--- config.mk ---
export PLATFORM = sky130hd
export DESIGN_NAME = fir_tdm_sequencer
export DESIGN_NICKNAME = d
export VERILOG_FILES = /design/src/rtl/fir_tdm_sequencer.sv
export SDC_FILE = /design/constraint.sdc
export NUM_CORES = 2
export LEC_CHECK = 0
export ABC_AREA = 0
export CAP_MARGIN = 25
export CORE_MARGIN = 10
export CORE_UTILIZATION = 65
export DETAILED_ROUTE_END_ITERATION = 12
export GPL_ROUTABILITY_DRIVEN = 0
export PLACE_DENSITY = 0.82
export SETUP_SLACK_MARGIN = 0.02
export SLEW_MARGIN = 10
export SYNTH_ARGS = -nofsm -noshare
export SYNTH_HDL_FRONTEND = slang
export SYNTH_SLANG_ARGS = --single-unit
--- constraint.sdc ---
create_clock -name clk -period 30.1 [get_ports clk]
set_input_delay 4.515 -clock clk [delete_from_list [all_inputs] [get_ports clk]]
set_output_delay 4.515 -clock clk [all_outputs]
set_load 0.01 [all_outputs]
--- src/rtl/fir_tdm_sequencer.sv ---
// -----------------------------------------------------------------------------
// fir_tdm_sequencer
//
// Time-multiplexed FIR filter controller built around one shared
// multiply-accumulate datapath. Each accepted input sample is written into a
// circular delay line. The filter then walks the coefficient/sample pairs
// through the MAC at one pair per clock and presents the full-precision sum
// on a valid/ready output. Coefficients can be reloaded at runtime, but only
// while the block is idle.
//
// Build option:
//   FIR_SYMMETRIC_EN  linear-phase mode. Coefficient k serves both tap k and
//                     tap TAPS-1-k, so the two samples are pre-added and the
//                     run phase takes TAPS/2 cycles. Only coefficient
//                     addresses below TAPS/2 are writable.
//
// Ports:
//   clk            clock, all logic on the rising edge
//   reset          asynchronous, active-high reset
//   s_data         signed input sample
//   s_valid        input sample valid
//   s_ready        block can accept a sample (idle)
//   m_data         signed filter result, ACC_WIDTH bits
//   m_valid        result valid, held until m_ready
//   m_ready        downstream accepts the result
//   coef_wr_en     coefficient write strobe
//   coef_wr_addr   coefficient index
//   coef_wr_data   signed coefficient value
//   coef_wr_ready  a coefficient write is accepted this cycle (idle)
//   busy           computing, or holding an unconsumed result
//
// State  | meaning
// -------+--------------------------------------------------------------
// S_IDLE | waiting for a sample; coefficient writes accepted
// S_RUN  | one MAC per cycle, tap index r_k counts up
// S_OUT  | result held on m_data until the downstream handshake
// -----------------------------------------------------------------------------
module fir_tdm_sequencer #(
  parameter int DATA_WIDTH = 16,
  parameter int COEF_WIDTH = 16,
  parameter int TAPS       = 16,
  parameter int ACC_WIDTH  = DATA_WIDTH + COEF_WIDTH + $clog2(TAPS)
) (
  input  logic                         clk,
  input  logic                         reset,
  input  logic signed [DATA_WIDTH-1:0] s_data,
  input  logic                         s_valid,
  output logic                         s_ready,
  output logic signed [ACC_WIDTH-1:0]  m_data,
  output logic                         m_valid,
  input  logic                         m_ready,
  input  logic                         coef_wr_en,
  input  logic [$clog2(TAPS)-1:0]      coef_wr_addr,
  input  logic signed [COEF_WIDTH-1:0] coef_wr_data,
  output logic                         coef_wr_ready,
  output logic                         busy
);

  localparam int AW = $clog2(TAPS);

`ifdef FIR_SYMMETRIC_EN
  localparam int NCOEF   = TAPS / 2;
  localparam int MUL_A_W = DATA_WIDTH + 1;
`else
  localparam int NCOEF   = TAPS;
  localparam int MUL_A_W = DATA_WIDTH;
`endif

  localparam int            CIW    = $clog2(NCOEF);
  localparam int            PROD_W = MUL_A_W + COEF_WIDTH;
  localparam logic [AW-1:0] LAST_K = AW'(NCOEF - 1);

  typedef enum logic [1:0] {
    S_IDLE = 2'd0,
    S_RUN  = 2'd1,
    S_OUT  = 2'd2
  } state_t;

  // ---------------------------------------------------------------------------
  // Registers
  // ---------------------------------------------------------------------------
  state_t                       r_state;
  logic                         r_s_ready;
  logic                         r_coef_wr_ready;
  logic                         r_busy;
  logic                         r_m_valid;
  logic signed [ACC_WIDTH-1:0]  r_m_data;
  logic signed [ACC_WIDTH-1:0]  r_acc;
  logic [AW-1:0]                r_wr_ptr;
  logic [AW-1:0]                r_base;
  logic [AW-1:0]                r_k;
  logic signed [COEF_WIDTH-1:0] r_coef  [NCOEF];
  logic signed [DATA_WIDTH-1:0] r_delay [TAPS];

  // ---------------------------------------------------------------------------
  // Datapath wires
  // ---------------------------------------------------------------------------
  logic [AW-1:0]                w_tap_idx;
  logic signed [DATA_WIDTH-1:0] w_tap_sample;
  logic signed [MUL_A_W-1:0]    w_mul_a;
  logic signed [COEF_WIDTH-1:0] w_coef;
  logic signed [PROD_W-1:0]     w_product;
  logic signed [ACC_WIDTH-1:0]  w_product_ext;
  logic signed [ACC_WIDTH-1:0]  w_acc_next;
  logic                         w_coef_addr_ok;
  logic                         w_coef_wr;
  logic                         w_sample_acc;
  logic                         w_last_tap;
  logic                         w_out_hs;

  // Newest sample sits at r_base; older ones are found by walking backwards.
  // TAPS is a power of two, so the AW-bit subtraction wraps modulo TAPS.
  assign w_tap_idx    = r_base - r_k;
  assign w_tap_sample = r_delay[w_tap_idx];
  assign w_coef       = r_coef[r_k[CIW-1:0]];

`ifdef FIR_SYMMETRIC_EN
  logic [AW-1:0]                w_mirror_idx;
  logic signed [DATA_WIDTH-1:0] w_mirror_sample;

  // For power-of-two TAPS the partner tap TAPS-1-k is simply ~k.
  assign w_mirror_idx    = r_base - ~r_k;
  assign w_mirror_sample = r_delay[w_mirror_idx];

  // One guard bit keeps the pre-add exact.
  assign w_mul_a = {w_tap_sample[DATA_WIDTH-1], w_tap_sample}
                 + {w_mirror_sample[DATA_WIDTH-1], w_mirror_sample};

  // Upper half of the coefficient space does not exist in this mode.
  assign w_coef_addr_ok = ~coef_wr_addr[AW-1];
`else
  assign w_mul_a        = w_tap_sample;
  assign w_coef_addr_ok = 1'b1;
`endif

  assign w_product     = w_mul_a * w_coef;
  assign w_product_ext = {{(ACC_WIDTH-PROD_W){w_product[PROD_W-1]}}, w_product};
  assign w_acc_next    = r_acc + w_product_ext;

  assign w_coef_wr    = coef_wr_en && r_coef_wr_ready && w_coef_addr_ok;
  assign w_sample_acc = s_valid && r_s_ready;
  assign w_last_tap   = (r_k == LAST_K);
  assign w_out_hs     = r_m_valid && m_ready;

  // ---------------------------------------------------------------------------
  // Outputs
  // ---------------------------------------------------------------------------
  assign s_ready       = r_s_ready;
  assign coef_wr_ready = r_coef_wr_ready;
  assign busy          = r_busy;
  assign m_valid       = r_m_valid;
  assign m_data        = r_m_data;

  // ---------------------------------------------------------------------------
  // Coefficient store. A write landing on the same edge as a sample accept
  // is visible to that computation because the first MAC reads one cycle later.
  // ---------------------------------------------------------------------------
  always_ff @(posedge clk or posedge reset) begin
    if (reset) begin
      for (int i = 0; i < NCOEF; i++) begin
        r_coef[i] <= '0;
      end
    end else if (w_coef_wr) begin
      r_coef[coef_wr_addr[CIW-1:0]] <= coef_wr_data;
    end
  end

  // ---------------------------------------------------------------------------
  // Delay line. Cleared on reset so a cold start gives the zero-padded result.
  // ---------------------------------------------------------------------------
  always_ff @(posedge clk or posedge reset) begin
    if (reset) begin
      for (int i = 0; i < TAPS; i++) begin
        r_delay[i] <= '0;
      end
    end else if (w_sample_acc) begin
      r_delay[r_wr_ptr] <= s_data;
    end
  end

  // ---------------------------------------------------------------------------
  // Sequencer FSM with registered handshake/status outputs
  // ---------------------------------------------------------------------------
  always_ff @(posedge clk or posedge reset) begin
    if (reset) begin
      r_state         <= S_IDLE;
      r_s_ready       <= 1'b1;
      r_coef_wr_ready <= 1'b1;
      r_busy          <= 1'b0;
      r_m_valid       <= 1'b0;
      r_m_data        <= '0;
      r_acc           <= '0;
      r_wr_ptr        <= '0;
      r_base          <= '0;
      r_k             <= '0;
    end else begin
      case (r_state)
        S_IDLE: begin
          if (w_sample_acc) begin
            r_base          <= r_wr_ptr;
            r_acc           <= '0;
            r_k             <= '0;
            r_state         <= S_RUN;
            r_s_ready       <= 1'b0;
            r_coef_wr_ready <= 1'b0;
            r_busy          <= 1'b1;
          end
        end

        S_RUN: begin
          r_acc <= w_acc_next;
          r_k   <= r_k + 1'b1;
          if (w_last_tap) begin
            // The final product bypasses r_acc so the result leaves this edge.
            r_m_data  <= w_acc_next;
            r_m_valid <= 1'b1;
            r_wr_ptr  <= r_wr_ptr + 1'b1;
            r_state   <= S_OUT;
          end
        end

        S_OUT: begin
          if (w_out_hs) begin
            r_m_valid       <= 1'b0;
            r_state         <= S_IDLE;
            r_s_ready       <= 1'b1;
            r_coef_wr_ready <= 1'b1;
            r_busy          <= 1'b0;
          end
        end

        default: begin
          r_state         <= S_IDLE;
          r_s_ready       <= 1'b1;
          r_coef_wr_ready <= 1'b1;
          r_busy          <= 1'b0;
          r_m_valid       <= 1'b0;
        end
      endcase
    end
  end

endmodule

* After elaboration in Yosys (flattened, before gate mapping)
Cells that the tools add are included.
** Storage, ports and cells
- Logic and storage cells :: 105
- Output and inout bits :: 40
- Memory bits (writable) :: 0
- Register bits after elaboration :: 601
- Latch bits :: 0
- Bits in read-only memories :: 0
- Memories :: 0
- Input bits :: 41
** Cells by class
- Magnitude comparators :: 6
- Mux-type cells :: 28
- Shifts and indexed selects :: 0
- $mul :: 1
- Divide/modulo/power cells :: 0
- Add/sub/neg operators :: 4
- Bitwise gates (word level) :: 6
- Reduce and logical (&&, ||, !) cells :: 13
- Equal/unequal tests :: 6
** Operators by type and width (number)
- 256-bit bitwise mux :: 2
- 16-bit binary-select mux with 4-bit select :: 2
- 16-bit demux with 4-bit select :: 2
- 16-bit 2-to-1 mux :: 6
- 36-bit case mux with 2 select lines :: 1
- 36-bit by 32-bit adder with 36-bit output :: 1
- 36-bit 2-to-1 mux :: 1
- 16-bit by 16-bit multiplier with 32-bit output :: 1
- 5-bit greater-or-equal comparator (second input constant) :: 4
- 4-bit NOT with 5-bit output :: 4
- 5-bit by 1-bit < comparator with 1-bit output (second input constant) :: 2
- 1-bit case mux with 3 select lines :: 3
- 3-bit AND reduction :: 3
- 4-bit by 1-bit adder with 4-bit output (second input constant) :: 2
- 4-bit case mux with 2 select lines :: 1
- 2-bit 2-to-1 mux :: 3
- 2-bit != test (second input constant) :: 3
- 2-bit case mux with 3 select lines :: 1
- 2-bit AND reduction :: 3
- 1-bit logical AND :: 5
- 1-bit 2-to-1 mux :: 5
- 4-bit equality test (second input constant) :: 1
- 4-bit 2-to-1 mux :: 1
- 4-bit subtractor :: 1
- 5 further kinds :: 6

* Longest topological paths before layout
- Word-level depth :: 8
- Mapped depth :: 36
- Gate-level depth less buffers :: 31

* Worst setup path after synthesis
OpenSTA, ideal clock, no wires.
- Kind :: flip-flop to flip-flop
- Start :: register r_k[1]
- End :: register r_acc[33]
- Arrival :: 8.244 ns
- Data required time :: 29.968 ns
- Path slack :: 21.724 ns
- Library setup time :: 0.132 ns
- Path buffers :: 7
- Cell stages (with the launch flop) :: 33
- Clock period less this slack :: 8.376 ns
- Cell sequence :: dfrtp_1 buf_2 buf_2 buf_2 inv_1 fa_1 buf_4 buf_4 clkbuf_1 mux4_2 mux2i_1 a21oi_1 buf_2 and2_1 fa_1 inv_1 fa_1 fa_1 inv_1 fa_1 fa_1 inv_1 fa_1 inv_1 ha_1 a21o_1 a2111oi_1 a211oi_2 nor2_1 nor2_1 a2111oi_2 mux2i_1 o21ai_1
** Between the ends
- Word-level cells in the longest chain between the ends :: 8
- Elaborated cells on any way between the ends :: 12
- Those cells by class :: add/sub (2); mul (1); mux (7); bitwise (2)
** RTL lines
- start: declaration :: line 91 : logic [AW-1:0] r_k;
- start signal: assignment :: line 212 : r_k <= r_k + 1'b1;
- 4-bit subtractor :: line 113 : assign w_tap_idx = r_base - r_k;
- 4-bit NOT with 5-bit output (not written as such) :: line 114 : assign w_tap_sample = r_delay[w_tap_idx];
- 16-bit binary-select mux with 4-bit select :: line 114
- 16-bit 2-to-1 mux (not written as such) (2 in a row) :: line 114
- 16-bit by 16-bit multiplier with 32-bit output * :: line 136 : assign w_product = w_mul_a * w_coef;
- 36-bit by 32-bit adder with 36-bit output * :: line 138 : assign w_acc_next = r_acc + w_product_ext;
- 36-bit case mux with 2 select lines * :: line 197 : case (r_state)
- end signal: assignment :: line 211 : r_acc <= w_acc_next;
- end: declaration :: line 88 : logic signed [ACC_WIDTH-1:0] r_acc;
Every way passes the cells marked *; elsewhere a longest branch is shown, timed or not. The select of a mux whose other input is x is not followed.
A chain may end at the register's enable or synchronous reset.

* Worst setup path after layout
- Start :: register r_k[1]
- End :: register r_acc[27]
Same word-level chain as after synthesis.

==> results list <==
- The smallest clock period supported by the final layout is computed as 9.93 ns.
- In the routed design, unresolved DRC markers number 0.
* Count of flip-flops with a built-in enable after synthesis: 0
- The worst setup path is launched from a register.
- Of all nets on the critical path, the largest fanout is 64.
- The min-delay analysis places its worst path in the category register to register.
* Critical path endpoint category: register
- Fin Clk Skew: 0.0648 ns
- Area fraction of the dominant cell type after synthesis: 39.1%
- Starting DRT DRC Count: 1880
- Drt via density: 6.12
* Clock buffer depth: 3
- The worst register-to-register path has a depth of 27.
- Clock-pin slew of the registers on the worst-case setup and hold paths: 0.07 ns
* Synth area leader: sky130_fd_sc_hd__dfrtp_1
- The detailed router placed 23693 vias in this run.
- Flop-to-flop setup slack: 20.17 ns
- The number of hold buffers added after CTS was 0.
- CTS saw 601 sinks.
- Counting flops and latches in the post-synthesis netlist gives 601.
- Initial cell density of the core: 65.4%
- Share of cells above drive strength 1: 29.1%
- In this run the horizontal extent of the chip is 263 um.
- The die covers 69200 um^2.
- The critical path contains buffers and inverters numbering 5 combined.
- Number of global-route vias before repair: 26360
- Number of max-capacitance violations reported: 0
- In this run the critical register-to-register path is captured at r_acc[27]$_DFFE_PP0P_.
- At the worst endpoint, the arrival time is 10.42 ns.
* Timing-limited maximum frequency: 101 MHz
- In this run the critical register-to-register path is launched from r_k[1]$_DFFE_PP0P_.
- Setup violations remaining at the end of the flow were counted as 0.
- Core Rows: 89
- In this run the tightest slew margin relative to its limit is 27.3%.
- Syn Std Cell Area: 38400 um^2
- Max Slew Vio Count: 0
- For the worst setup path, the data required time is 30.59 ns.
- Number of buffers inserted by port buffering: 80
- Cell occurring most often along the worst timing path: sky130_fd_sc_hd__fa_1
- In the final routed layout, each cell accounts on average for 23.4 um.
- Delay of the slowest cell on the worst path: 0.97 ns
- The first global-routing pass estimated 146000 um of wire.
* Sequential share of the synthesized area: 39.1%
* CP max-delay cell: sky130_fd_sc_hd__dfrtp_2
- Syn Area/Cell: 12.8 um^2
* Number of failing hold endpoints at the final stage: 0
- Most instantiated flip-flop cell in the synthesis netlist: sky130_fd_sc_hd__dfrtp_1
- Die height: 263 um
- For the pin with the worst max-slew slack, the measured transition is 1.09 ns.
- Unique cell type count in the Yosys netlist: 63
- The number of antenna violations at the first check in global routing was 4.
- Entering global routing, the biggest net connects 131 pins.
* Fraction of the cycle the final worst path needs: 33.0%
- Sum of net half-perimeters after detailed placement: 61400 um
- Detailed Route WL: 90600 um
- Outcome: completed
- Post-synthesis cell count: 3012
- Async SR Flop Fraction: 100%
* Layout area overhead: 9.67%
* Total Routing Usage GR: 26.4%
- Ranked by total cell area, the synthesized netlist is headed by sky130_fd_sc_hd__dfrtp_1, sky130_fd_sc_hd__fa_1, sky130_fd_sc_hd__mux2_2.
- Core Region: 58800 um^2
* Total negative slack for setup checks: 0 ns
- Number of nets at the end of the flow: 3523
- Worst Setup Path Type: register to register
- Clock tree from TritonCTS: yes
- In this run the number of cells on the critical path is 27.
- The most critical setup path has its startpoint at r_k[1]$_DFFE_PP0P_.
- The Yosys step of the flow raised 0 warnings.
* CTS H-Tree Depth: 2
- Hold WS: 0.475 ns
- Mapped Nets: 3483
- Top-Level Pins: 81
- Antenna-violating nets left: 0
- Clock root buffer: sky130_fd_sc_hd__clkbuf_16
- The pre-antenna-repair detailed-routing pass consisted of 5 iterations.
- The total overflow left after global routing is 0.
- The kind of cell with the highest combined delay along the critical path is adder cells.
* Number of setup buffers added after CTS: 0
* Source-to-sink clock delay at the later pin of the worst-skew pair: 0.68 ns
- Setup repair after global routing left no endpoint under its margin.
* End of the critical path: r_acc[27]$_DFFE_PP0P_
- Number of gates resized after CTS: 0
- In this run, CTS created clock tree buffers numbering 60.
==> layout make-up <==
class / instances / area (um^2)
tap: 773 / 967
clock buffer: 87 / 1770
fill: 3717 / 16700
timing repair buffer: 146 / 1430
clock inverter: 21 / 298
multi-input combinational: 1856 / 21200
sequential: 601 / 15000
inverter: 387 / 1460
antenna: 3 / 7.51
==> stage by stage <==
step	setup slack (ns)	instance area [um^2]	instances	util [%]
finish	20.17	42100	3874	71.7
global route	19.80	42100	3873	71.7
CTS	19.94	42000	3863	71.4
detailed placement	20.05	39900	3755	67.8
global placement	20.28	39800	3750	67.8
floorplan	8.76	38400	3012	-
==> tightest hold or removal path, stage by stage (launching register included) <==
cell and delay [ns]:
sky130_fd_sc_hd__dfrtp_1 0.34, sky130_fd_sc_hd__nand2_1 0.05, sky130_fd_sc_hd__nand2_1 0.06
==> cells in the mapped netlist, drive strengths merged, types with 2 or more instances <==
library cell	instances
nand3b	4
o21bai	6
mux2i	30
nand2	227
o211ai	3
ha	114
and3	2
o31ai	2
or2	3
nor2b	84
nand3	5
a211oi	13
dfrtp	600
a21o	12
a31oi	7
fa	316
a2111oi	3
mux2	532
nor3b	2
inv	387
or4	2
xnor2	27
o21ai	65
a21oi	45
a22o	4
nand4	7
and4	3
nor2	102
xor2	21
and2	17
nor3	4
o22ai	23
clkbuf	91
buf	77
o21a	2
mux4	137
nand2b	24
==> sequential cells by signal, summed over array words and instances, names as in the netlist <==
register       cells
r_coef           256
r_delay          256
m_data            36
r_acc             36
r_base             4
r_k                4
r_wr_ptr           4
r_state            2
busy               1
coef_wr_ready      1
m_valid            1
==> routing by layer <==
metal,vias to the layer above,wire [um],track usage (%)
met3,221,6270,4.73
met4,4,2910,9.40
met2,895,44700,43.9
met5,-,32,0
met1,12473,36700,34.5
li1,10100,-,-
==> cell usage in the layout, fill, tap and decap left out, types with 9 or more instances in the layout <==
cell type / n
sky130_fd_sc_hd__buf_4: 56
sky130_fd_sc_hd__clkbuf_1: 10
sky130_fd_sc_hd__nand2b_1: 23
sky130_fd_sc_hd__clkbuf_8: 17
sky130_fd_sc_hd__o21ai_0: 38
sky130_fd_sc_hd__dfrtp_1: 598
sky130_fd_sc_hd__nand2_1: 214
sky130_fd_sc_hd__nor2_1: 86
sky130_fd_sc_hd__a211oi_1: 10
sky130_fd_sc_hd__a21o_1: 12
sky130_fd_sc_hd__xor2_1: 20
sky130_fd_sc_hd__nor2b_1: 84
sky130_fd_sc_hd__clkdlybuf4s50_1: 80
sky130_fd_sc_hd__and2_1: 17
sky130_fd_sc_hd__ha_1: 113
sky130_fd_sc_hd__mux2_2: 532
sky130_fd_sc_hd__xnor2_1: 26
sky130_fd_sc_hd__a21oi_1: 38
sky130_fd_sc_hd__inv_1: 383
sky130_fd_sc_hd__mux2i_1: 29
sky130_fd_sc_hd__clkbuf_16: 60
sky130_fd_sc_hd__fa_1: 315
sky130_fd_sc_hd__mux4_2: 137
sky130_fd_sc_hd__nand2_2: 13
sky130_fd_sc_hd__clkinv_2: 9
sky130_fd_sc_hd__o22ai_1: 23
sky130_fd_sc_hd__o21ai_1: 19
sky130_fd_sc_hd__nor2_2: 16
==> worst min path at each step <==
| stage | start | end | slack [ns] | cells after the start |
|---|---|---|---|---|
| floorplan | r_acc[28]$_DFFE_PP0P_ | r_acc[28]$_DFFE_PP0P_ | 0.46 | 2 |
| global placement | m_data[9]$_DFFE_PP0P_ | m_data[9]$_DFFE_PP0P_ | 0.46 | 2 |
| detailed placement | m_data[4]$_DFFE_PP0P_ | m_data[4]$_DFFE_PP0P_ | 0.47 | 2 |
| CTS | m_data[4]$_DFFE_PP0P_ | m_data[4]$_DFFE_PP0P_ | 0.48 | 2 |
| global route | m_data[24]$_DFFE_PP0P_ | m_data[24]$_DFFE_PP0P_ | 0.50 | 2 |
| finish | m_data[4]$_DFFE_PP0P_ | m_data[4]$_DFFE_PP0P_ | 0.47 | 2 |
==> cells by family after synthesis <==
logic type | count (synthesis) | share of synthesized area (%)
AO/OA/AOI/OAI | 190 | 3.20
buffers and inverters | 555 | 6.03
AND/OR/NAND/NOR | 489 | 5.94
flip-flops | 601 | 39.1
adder cells (fa/ha/maj) | 430 | 20.2
multiplexers | 699 | 24.4
XOR/XNOR | 48 | 1.09
Power is not shown: default switching activity piles up to over one toggle a cycle in this logic, so the estimate is an artifact.
